### config.mk
export PLATFORM = sky130hd
export DESIGN_NAME = grid_access_ctrl
export DESIGN_NICKNAME = d
export VERILOG_FILES = /design/src/rtl/grid_access_ctrl.sv
export SDC_FILE = /design/constraint.sdc
export NUM_CORES = 1
export LEC_CHECK = 0
export BUFFER_PORTS_ARGS = -buffer_cell sky130_fd_sc_hd__buf_2
export CAP_MARGIN = 10
export CORE_MARGIN = 2
export CORE_UTILIZATION = 59
export CTS_BUF_LIST = sky130_fd_sc_hd__clkbuf_2 sky130_fd_sc_hd__clkbuf_4 sky130_fd_sc_hd__clkbuf_8
export DETAILED_ROUTE_END_ITERATION = 8
export PLACE_DENSITY = 0.84
export SETUP_SLACK_MARGIN = 0.1
export SLEW_MARGIN = 30
export SYNTH_ARGS = -nofsm -noshare
export SYNTH_HDL_FRONTEND = slang
export SYNTH_SLANG_ARGS = --single-unit
### constraint.sdc
create_clock -name Clk -period 2.78 [get_ports Clk]
set_input_delay 0.139 -clock Clk [delete_from_list [all_inputs] [get_ports Clk]]
set_output_delay 0.139 -clock Clk [all_outputs]
set_load 0.02 [all_outputs]
### src/rtl/grid_access_ctrl.sv
// Grid RAM arbiter for a two-player trail game: zero-fill, per-step head read/paint, renderer reads.
// States: IDLE wait | CLEAR zero-fill | RD1/RD2/WAIT read heads | WR1/WR2 paint heads | DONE report.
module grid_access_ctrl (
  input  logic        Clk,
  input  logic        Reset,
  input  logic        tick,
  input  logic        clear_req,
  input  logic [5:0]  p1_x,
  input  logic [4:0]  p1_y,
  input  logic [5:0]  p2_x,
  input  logic [4:0]  p2_y,
  input  logic        vga_req,
  input  logic [10:0] vga_addr,
  output logic        vga_gnt,
  output logic        vga_rvalid,
  output logic [1:0]  vga_rdata,
  output logic [10:0] ram_addr,
  output logic        ram_we,
  output logic [1:0]  ram_wdata,
  input  logic [1:0]  ram_rdata,
  output logic        step_done,
  output logic        p1_crash,
  output logic        p2_crash,
  output logic        busy,
  output logic        clear_done,
  output logic        tick_overrun
);

  typedef enum logic [2:0] {
    IDLE, CLEAR, RD1, RD2, WAIT, WR1, WR2, DONE
  } state_t;

  state_t      r_state;
  state_t      w_next;
  logic [10:0] r_cnt;
  logic        r_pend;
  logic [10:0] r_a1;
  logic [10:0] r_a2;
  logic [1:0]  r_cell1;
  logic [1:0]  r_cell2;
  logic        r_p1_crash;
  logic        r_p2_crash;
  logic        r_clear_done;
  logic        r_vga_rvalid;
  logic        w_clear_go;
  logic        w_gnt;
  logic        w_same;

  assign w_clear_go = clear_req | r_pend;
  assign w_gnt      = vga_req & (r_state == IDLE) & ~tick & ~w_clear_go;
  assign w_same     = (r_a1 == r_a2);

  always_ff @(posedge Clk) begin
    if (Reset) begin
      // Coming out of reset the grid contents are unknown, so start in CLEAR.
      r_state      <= CLEAR;
      r_cnt        <= '0;
      r_pend       <= 1'b0;
      r_a1         <= '0;
      r_a2         <= '0;
      r_cell1      <= '0;
      r_cell2      <= '0;
      r_p1_crash   <= 1'b0;
      r_p2_crash   <= 1'b0;
      r_clear_done <= 1'b0;
      r_vga_rvalid <= 1'b0;
    end else begin
      r_state      <= w_next;
      r_clear_done <= (r_state == CLEAR) && (r_cnt == 11'h7FF);
      r_vga_rvalid <= w_gnt;
      r_cnt        <= (r_state == CLEAR) ? r_cnt + 11'd1 : 11'd0;
      if (r_state == IDLE && w_clear_go)
        r_pend <= 1'b0;
      else if (clear_req && r_state != IDLE)
        r_pend <= 1'b1;
      if (r_state == IDLE && tick && !w_clear_go) begin
        r_a1 <= {p1_y, p1_x};
        r_a2 <= {p2_y, p2_x};
      end
      if (r_state == RD2)  r_cell1 <= ram_rdata;
      if (r_state == WAIT) r_cell2 <= ram_rdata;
      if (r_state == WR2) begin
        r_p1_crash <= (r_cell1 != 2'd0) || w_same;
        r_p2_crash <= (r_cell2 != 2'd0) || w_same;
      end
    end
  end

  always_comb begin
    w_next = r_state;
    case (r_state)
      IDLE:    if (w_clear_go) w_next = CLEAR;
               else if (tick)  w_next = RD1;
      CLEAR:   if (r_cnt == 11'h7FF) w_next = IDLE;
      RD1:     w_next = RD2;
      RD2:     w_next = WAIT;
      WAIT:    w_next = WR1;
      WR1:     w_next = WR2;
      WR2:     w_next = DONE;
      DONE:    w_next = IDLE;
      default: w_next = IDLE;
    endcase
  end

  always_comb begin
    vga_gnt      = 1'b0;
    vga_rvalid   = 1'b0;
    vga_rdata    = 2'd0;
    ram_addr     = 11'd0;
    ram_we       = 1'b0;
    ram_wdata    = 2'd0;
    step_done    = 1'b0;
    p1_crash     = 1'b0;
    p2_crash     = 1'b0;
    busy         = 1'b0;
    clear_done   = 1'b0;
    tick_overrun = 1'b0;
    // Reset forces every output low immediately, which also stops any RAM write in flight.
    if (!Reset) begin
      vga_gnt      = w_gnt;
      vga_rvalid   = r_vga_rvalid;
      vga_rdata    = r_vga_rvalid ? ram_rdata : 2'd0;
      step_done    = (r_state == DONE);
      p1_crash     = r_p1_crash;
      p2_crash     = r_p2_crash;
      busy         = (r_state != IDLE);
      clear_done   = r_clear_done;
      tick_overrun = tick && ((r_state != IDLE) || w_clear_go);
      case (r_state)
        CLEAR: begin
          ram_addr = r_cnt;
          ram_we   = 1'b1;
        end
        RD1:  ram_addr = r_a1;
        RD2:  ram_addr = r_a2;
        WR1: begin
          ram_addr  = r_a1;
          ram_we    = 1'b1;
          ram_wdata = 2'd1;
        end
        WR2: begin
          ram_addr  = r_a2;
          ram_we    = 1'b1;
          ram_wdata = 2'd2;
        end
        default: if (w_gnt) ram_addr = vga_addr;
      endcase
    end
  end

endmodule

==> reports/qor.csv, run 1 <==
metric;value;unit
cts_tree;built;
io_pins;64;
grt_max_degree;33;
hp-class;input port to register;
critPathMaxStageDelay;750;ps
grt_pass1_wl;9632;um
cts_buffers;5;
status;completed;
grt_pass1_vias;2051;
tns;0;ps
post-route-period-util;0.8860;
synth_area_leaders;dfxtp_1, nand2_1, a21oi_1, mux2_2, xor2_1;
vias;2291;
rows;23;
fillers;343;
route.detailed.drc;0;
grt.total_usage;0.2469;
path_class;register to primary output;
worstHoldStart;p1_x[2];
yosysSeqAreaShare;0.3605;
cp_cell_sequence;nor2b_4, a221oi_1, a21o_1, a21oi_2, buf_2;
powerDensity;400.5;nW/um2
rsz0062_at_grt;no;
critPathBufInv;1;
diodes;0;
dp_slack;591.6;ps
worst_setup_path_end_kind;primary output;
cts.htree.levels;2;
dp_hpwl;4181;um
p_int;0.8968;mW
clock_latency;300;ps
synth-seq-cells;45;
io_buffers;63;
wl_per_cell;14.00;um
root_buffer;clkbuf_8;
synth_cells;305;
worstHoldEndpoint;r_a1[2];
final.setup.worst_slack;316.8;ps
p_total;1.146;mW
worst_pin_slew;764.5;ps
hold_violations;0;
clock_power_share;0.356;
use_met2;0.3878;
ff2ff_setup_slack;730;ps
worstHoldPathCells;3;
cp.arrival;2320;ps
core;4029;um2
synth.avg_cell_area;8.192;um2
final_cell_mix;buf_2, nand2_1, dfxtp_1;
die-area;4771;um2
slew_viol_final;0;
r2r_cells;4;
max_freq;0.4060;GHz
gr-usage-met1;0.3412;
clock_skew;6.395;ps
r2r-start;r_state[1];
drv_cap;0;
yosys_warnings;0;
hold_slack;74.34;ps
setup_viol_count_final;0;
startpoint_type;register;
die_x;69.08;um
critPathSlowestCell;dfxtp_1;
use_met3;0.04678;
combPwrFrac;0.071;
r2r_end;r_p1_crash;
synth_top_area_cell;dfxtp_1;
grt-ovfl-total;0;
p_leak;1.194;nW
layout-drive-gt1-share;0.2837;
final_core_util;0.7102;
fin_crit;2463;ps
die_h;69.08;um
fin_nets;396;
routed_wl;5686;um
final_common_cell;buf_2;
irDropWorstVdd;0.2645;mV
p_seq_frac;0.573;
numClockSinks;45;
grt-busiest-layer;met2;
viasPerCell;5.643;
synthesis.area;2499;um2
cp_max_fo;23;
routabilityCongestion;0.8778;
syn_to_final_growth;14.52;%
maxSlewHeadroom;0.4896;
ys_types;40;
syn-num-nets;346;
clockBufferDepth;2;
ant_nets;0;
crit_required;2640;ps
drt_iter0_markers;170;
p_sw;0.2491;mW
switching_share;0.2174;
drtPass1Iterations;4;
antenna_found_initial;0;
clkTransAtPathRegs;80;ps
start_util;0.6202;
crit_family;flip-flops;
synth_top_area_frac;0.3605;
area by class of cell:
| type | instances | area [um2] | share of cell area |
|---|---|---|---|
| Tap cell | 50 | 62.56 | 0.02186 |
| Multi-Input combinational cell | 235 | 1458 | 0.5094 |
| Timing Repair Buffer | 67 | 345.3 | 0.1207 |
| Clock buffer | 8 | 91.34 | 0.03192 |
| Sequential cell | 45 | 900.9 | 0.3148 |
| Inverter | 1 | 3.754 | 0.001312 |
power groups by stage:
stage | Clock (mW) | Combinational [mW] | Sequential (mW)
after floorplan | 0 | 0.0468 | 0.668
after global placement | 0 | 0.0806 | 0.671
after detailed placement | 0 | 0.0819 | 0.672
after CTS | 0.416 | 0.0825 | 0.656
after global routing | 0.448 | 0.0902 | 0.657
final | 0.407 | 0.0818 | 0.657
flip-flops by register name, indices dropped and copies added (netlist names):
name	cells
r_vga_rvalid	1
r_state	3
r_cell2	2
r_cell1	2
r_cnt	11
r_pend	1
r_a2	11
r_p1_crash	1
r_clear_done	1
r_p2_crash	1
r_a1	11
through the flow:
step,cells,cell area [um2]
3_3_place_gp,398,2765
2_1_floorplan,305,2499
4_1_cts,406,2856
5_1_grt,406,2861
3_5_place_dp,398,2765
6_report,406,2861
timing repair:
action,CTS,global route
endpoints found under the setup margin,0,6
setup buffers,0,0
hold buffers,0,0
gates resized for setup,0,1
hold endpoints to repair,0,0
logic make-up (layout without fill, tap and decap cells):
family,Yosys count,in the layout,synth area share
simple gates,123,123,0.2354
compound gates,79,79,0.2158
flops,45,45,0.3605
buf+inv,25,76,0.05808
xor+xnor,17,17,0.05959
mux,15,15,0.06560
fa+ha+maj,1,1,0.005007
routing by layer:
layer	share of wire	wire length, um
met1	0.44	2530
met2	0.49	2767
met3	0.053	303
met5	0	0
met4	0.015	85
tightest hold or removal path: stages:
cell	delay, ps
buf_2	90
nand2_1	40
a21oi_1	50
worst max path at each step:
stage                     from            to  slack [ps]  cells after the start
floorplan           r_state[0]  r_vga_rvalid        1240                      5
global placement    r_state[0]   ram_addr[0]         640                      5
detailed placement  r_state[0]   ram_addr[9]         590                      5
CTS                 r_state[0]   ram_addr[9]         260                      5
global route        r_state[0]   ram_addr[9]         140                      5
finish              r_state[1]   ram_addr[8]         320                      5
cells in the mapped netlist:
library cell and count:
nor2_1 20, nor2b_1 8, and2_1 3, a22oi_1 10, mux2i_1 4, nand3_1 7, a311oi_1 2, buf_2 7
xnor2_1 3, nor4_1 3, buf_4 1, and3b_1 2, nand2_1 62, buf_6 5, o21ai_0 3, mux2_2 11
a21oi_1 30, and3_1 3, nor2b_2 1, a221oi_1 11, or3_1 3, clkbuf_2 1, a21oi_2 9, nor3_1 4
clkbuf_1 9, nor3b_1 1, a2bb2oi_1 1, dfxtp_1 45, xor2_1 14, and3_2 1, o31ai_1 1, nor2b_4 1
and4b_1 1, nor3_4 1, ha_1 1, or2_2 1, a21o_1 12, buf_1 1, nand4_2 1, inv_1 1
Note: power is estimated with default switching activity, not from simulation.
==> inputs of run 2 (changes only) <==
--- a/config.mk
+++ b/config.mk
@@ -5,13 +5,13 @@
 export SDC_FILE = /design/constraint.sdc
 export NUM_CORES = 1
 export LEC_CHECK = 0
-export BUFFER_PORTS_ARGS = -buffer_cell sky130_fd_sc_hd__buf_2
 export CAP_MARGIN = 10
 export CORE_MARGIN = 2
-export CORE_UTILIZATION = 59
+export CORE_UTILIZATION = 60
 export CTS_BUF_LIST = sky130_fd_sc_hd__clkbuf_2 sky130_fd_sc_hd__clkbuf_4 sky130_fd_sc_hd__clkbuf_8
 export DETAILED_ROUTE_END_ITERATION = 8
-export PLACE_DENSITY = 0.84
+export DONT_BUFFER_PORTS = 1
+export PLACE_DENSITY = 0.72
 export SETUP_SLACK_MARGIN = 0.1
 export SLEW_MARGIN = 30
 export SYNTH_ARGS = -nofsm -noshare
==> run 2 against run 1 <==
  * Sequential cell count stayed put
  * Maximum frequency is 2.7% higher
  * Sequential share of layout area is 0.72 points higher
  * Critical path type unchanged
  * Critical endpoint is now ram_addr[10]
  * Setup slack better by 64 ps
  * Clock power is 1% higher
  * Cell area is 2.2% lower
  * Clock skew is 3.3 ps lower
  * Core utilization is 1.1 points lower
  * Critical path depth is 1 lower
  * Die area is 1.6% lower
==> reports/qor.csv, run 2 (synthesis results as in run 1) <==
metric;value;unit
maxSlewHeadroom;0.6256;
vias;2200;
critPathSlowestCell;dfxtp_1;
layout-drive-gt1-share;0.1230;
antenna_found_initial;0;
die_x;68.53;um
hp-class;input port to register;
grt.total_usage;0.2654;
cp_cell_sequence;nor2b_4, a221oi_1, a21o_1, a21oi_1;
die_h;68.53;um
io_pins;64;
routed_wl;5854;um
critPathBufInv;0;
routedLengthMet1;2631;um
rsz0062_at_grt;no;
tns;0;ps
drtPass1Iterations;4;
rows;23;
grt-ovfl-total;0;
post-route-period-util;0.8629;
critPathMaxStageDelay;680;ps
status;completed;
startpoint_type;register;
grt_max_degree;33;
diodes;0;
cp_max_fo;23;
root_buffer;clkbuf_8;
cp.arrival;2260;ps
worst_setup_path_end_kind;primary output;
path_class;register to primary output;
slew_viol_final;0;
met3_wirelength;333;um
dr_wl_met2;2796;um
routabilityCongestion;0.7580;
clock_skew;3.145;ps
hold_violations;0;
p_leak;1.009;nW
drv_cap;0;
viasPerCell;5.995;
clock_latency;290;ps
clkTransAtPathRegs;80;ps
max_freq;0.4169;GHz
dp_hpwl;3908;um
clockBufferDepth;2;
dp_slack;730.2;ps
cts_resized;0;
grt_pass1_vias;2019;
crit_required;2640;ps
fin_crit;2399;ps
routed.top_layer;met4;
io_buffers;0;
start_util;0.6246;
final_common_cell;nand2_1;
p_total;1.143;mW
drt_iter0_markers;118;
syn_to_final_growth;11.97;%
wl_per_cell;15.95;um
cts_buffers;5;
setup_viol_count_final;0;
worst_pin_slew;560.8;ps
final.setup.worst_slack;381.1;ps
core;4000;um2
cts.htree.levels;2;
cts_tree;built;
fin_nets;358;
ant_nets;0;
final_cell_mix;nand2_1, dfxtp_1, a21oi_1;
fillers;351;
die-area;4696;um2
crit_family;compound AO/OA/AOI/OAI gates;
route.detailed.drc;0;
reg_top3;r_a1 x11, r_a2 x11, r_cnt x11;
powerDensity;408.4;nW/um2
grt_pass1_wl;9246;um
numClockSinks;45;
irDropWorstVdd;0.2648;mV
[run 2: power by group]
group	total [mW]	leakage, nW	internal [mW]	switching, mW
Sequential	0.656	0.363	0.650	0.00661
Combinational	0.0735	0.598	0.0406	0.0329
Clock	0.413	0.0477	0.207	0.206
Total	1.14	1.01	0.897	0.245
[run 2: stage by stage]
step,utilization,area (um2),hold WS (ps),cells
2_1_floorplan,-,2499,275.0,305
3_3_place_gp,0.6143,2457,212.4,336
3_5_place_dp,0.6143,2457,214.0,336
4_1_cts,0.6994,2798,1.340,367
5_1_grt,0.6994,2798,11.53,367
6_report,0.6994,2798,6.516,367
[run 2: path summary, 6_finish.rpt]
| path | start | to | slack (ps) | depth (start not counted) |
|---|---|---|---|---|
| worst max-delay path | r_state[1] | ram_addr[10] | 380 | 4 |
| worst min-delay path | p1_y[4] | r_a1[10] | 7 | 2 |
| worst max register to register | r_state[1] | r_vga_rvalid | 840 | 3 |
| worst min register to register | r_cnt[0] | r_cnt[0] | 480 | 1 |
[run 2: repair_timing]
item | in CTS | in global routing
hold endpoints to repair | 32 | 0
hold buffers | 24 | 0
setup buffers | 0 | 0
[run 2: metal layers]
metal,vias up,track usage
met4,0,0.1025
met1,1023,0.3451
li1,1089,-
met2,78,0.4303
met5,-,0
met3,10,0.05519
[run 2: cell type report]
| class | instances | area (um2) | share of cell area |
|---|---|---|---|
| Sequential cell | 45 | 900.9 | 0.3220 |
| Multi-Input combinational cell | 235 | 1453 | 0.5192 |
| Timing Repair Buffer | 29 | 287.8 | 0.1029 |
| Tap cell | 50 | 62.56 | 0.02236 |
| Inverter | 1 | 3.754 | 0.001342 |
| Clock buffer | 7 | 90.09 | 0.03220 |
[run 2: worst reg2reg max path: stages, from the launching register on]
cell and delay, ps:
dfxtp_1 490, nor3_4 300, and4b_1 560, nor2b_1 460
==> inputs of run 3 (changes only) <==
--- a/config.mk
+++ b/config.mk
@@ -7,11 +7,10 @@
 export LEC_CHECK = 0
 export CAP_MARGIN = 10
 export CORE_MARGIN = 2
-export CORE_UTILIZATION = 60
-export CTS_BUF_LIST = sky130_fd_sc_hd__clkbuf_2 sky130_fd_sc_hd__clkbuf_4 sky130_fd_sc_hd__clkbuf_8
+export CORE_UTILIZATION = 45
 export DETAILED_ROUTE_END_ITERATION = 8
 export DONT_BUFFER_PORTS = 1
-export PLACE_DENSITY = 0.72
+export PLACE_DENSITY = 0.56
 export SETUP_SLACK_MARGIN = 0.1
 export SLEW_MARGIN = 30
 export SYNTH_ARGS = -nofsm -noshare
==> run 3 against run 2 <==
  * Sequential share of layout area fell by 0.99 points
  * Setup slack improved by 72 ps
  * Sequential power barely moved
  * Routed wire length rose by 1.8%
  * Cell area rose by 3.2%
  * Largest cell class unchanged
  * Non-clock buffer count rose by 2
==> reports/qor.csv, run 3 (synthesis results as in run 1) <==
metric;value;unit
maxSlewHeadroom;0.6674;
p_leak;1.042;nW
diodes;0;
layout-drive-gt1-share;0.1281;
use_met2;0.2932;
rsz0062_at_grt;no;
cts_buffers;5;
dp_hpwl;4013;um
drv_cap;0;
grt.total_usage;0.1990;
gr-usage-met1;0.2817;
rows;27;
io_pins;64;
grt_pass1_vias;1926;
die-area;6165;um2
slew_viol_final;0;
irDropWorstVdd;0.4342;mV
vias;2169;
hold_violations;0;
antenna_found_initial;0;
startpoint_type;register;
cts_resized;0;
clock_power_share;0.447;
viasPerCell;5.533;
clockBufferDepth;2;
drtPass1Iterations;4;
fin_crit;2327;ps
fillers;547;
core;5439;um2
grt_max_degree;34;
clock_latency;300;ps
p_sw;0.2719;mW
fin_nets;360;
numClockSinks;45;
grt-busiest-layer;met2;
powerDensity;457.0;nW/um2
ant_nets;0;
final_common_cell;nand2_1;
reg_top3;r_a1 x11, r_a2 x11, r_cnt x11;
post-route-period-util;0.8370;
grt-ovfl-total;0;
worst_pin_slew;500.5;ps
start_util;0.4594;
p_total;1.319;mW
switching_share;0.2061;
clock_skew;4.532;ps
cp.arrival;2190;ps
root_buffer;clkbuf_8;
worst_setup_path_end_kind;primary output;
hp-class;input port to register;
drt_iter0_markers;115;
p_int;1.047;mW
grt_pass1_wl;9515;um
status;completed;
path_class;register to primary output;
cts.htree.levels;2;
tns;0;ps
io_buffers;0;
die_h;78.52;um
cts_tree;built;
combPwrFrac;0.056;
wl_per_cell;15.21;um
routed_wl;5961;um
max_freq;0.4298;GHz
route.detailed.drc;0;
crit_required;2640;ps
clkTransAtPathRegs;90;ps
final_cell_mix;nand2_1, dfxtp_1, a21oi_1;
p_seq_frac;0.497;
setup_viol_count_final;0;
use_met3;0.03908;
routabilityCongestion;0.8100;
syn_to_final_growth;15.52;%
die_x;78.52;um
cp_max_fo;23;
## run 3: changes by cell type in the layout (fill, tap and decap cells not counted)
| cell | change |
|---|---|
| buf_4 | +1 |
| clkbuf_8 | -1 |
| dlygate4sd3_1 | +1 |
| bufinv_16 | +2 |
| clkbuf_4 | -1 |
| clkinv_2 | +1 |
## run 3: repair_timing
item,CTS,global route
buffers inserted,0,0
hold buffers,25,0
hold endpoints to repair,33,0
setup endpoints to repair,0,0
## run 3: metrics by stage
| step | instances | area (um2) | setup WS [ps] | utilization | hold slack, ps |
|---|---|---|---|---|---|
| after floorplan | 305 | 2499 | 1237 | - | 275.0 |
| after global placement | 359 | 2492 | 837.5 | 0.4582 | 213.0 |
| after detailed placement | 359 | 2492 | 771.4 | 0.4582 | 215.1 |
| after CTS | 392 | 2887 | 428.7 | 0.5307 | 81.42 |
| after global routing | 392 | 2887 | 297.3 | 0.5307 | 100.5 |
| final | 392 | 2887 | 453.2 | 0.5307 | 91.58 |
## run 3: critical path: stages (launching register included)
cell,delay (ps)
dfxtp_1,590
nor2b_4,530
a221oi_1,180
a21o_1,180
a21oi_1,400
## run 3: power groups by stage
| stage | registers, mW | clock network, mW | logic (mW) |
|---|---|---|---|
| floorplan | 0.668 | 0 | 0.0468 |
| global placement | 0.671 | 0 | 0.0374 |
| detailed placement | 0.671 | 0 | 0.0373 |
| CTS | 0.656 | 0.601 | 0.0742 |
| global route | 0.657 | 0.627 | 0.0812 |
| finish | 0.656 | 0.590 | 0.0738 |
## run 3: area by class of cell
| class | instances | area [um2] | area share |
|---|---|---|---|
| Multi-Input combinational cell | 235 | 1453 | 0.5032 |
| Sequential cell | 45 | 900.9 | 0.3121 |
| Timing Repair Buffer | 31 | 305.3 | 0.1058 |
| Tap cell | 72 | 90.09 | 0.03121 |
| Clock buffer | 5 | 68.82 | 0.02384 |
| Clock inverter | 3 | 65.06 | 0.02254 |
| Inverter | 1 | 3.754 | 0.001300 |
## run 3: per-layer routing
| metal | share of wire | wire length, um |
|---|---|---|
| met4 | 0.023 | 136 |
| met5 | 0 | 0 |
| met1 | 0.49 | 2940 |
| met2 | 0.45 | 2655 |
| met3 | 0.038 | 229 |
## run 3: path summary, 6_finish.rpt
kind | start | end | slack [ps] | cells after the start
worst max register to register | r_state[1] | r_a2[6] | 790 | 5
worst max-delay path | r_state[1] | ram_addr[0] | 450 | 4
worst min-delay path | clear_req | r_state[0] | 90 | 3
worst min register to register | r_cnt[0] | r_cnt[0] | 480 | 1
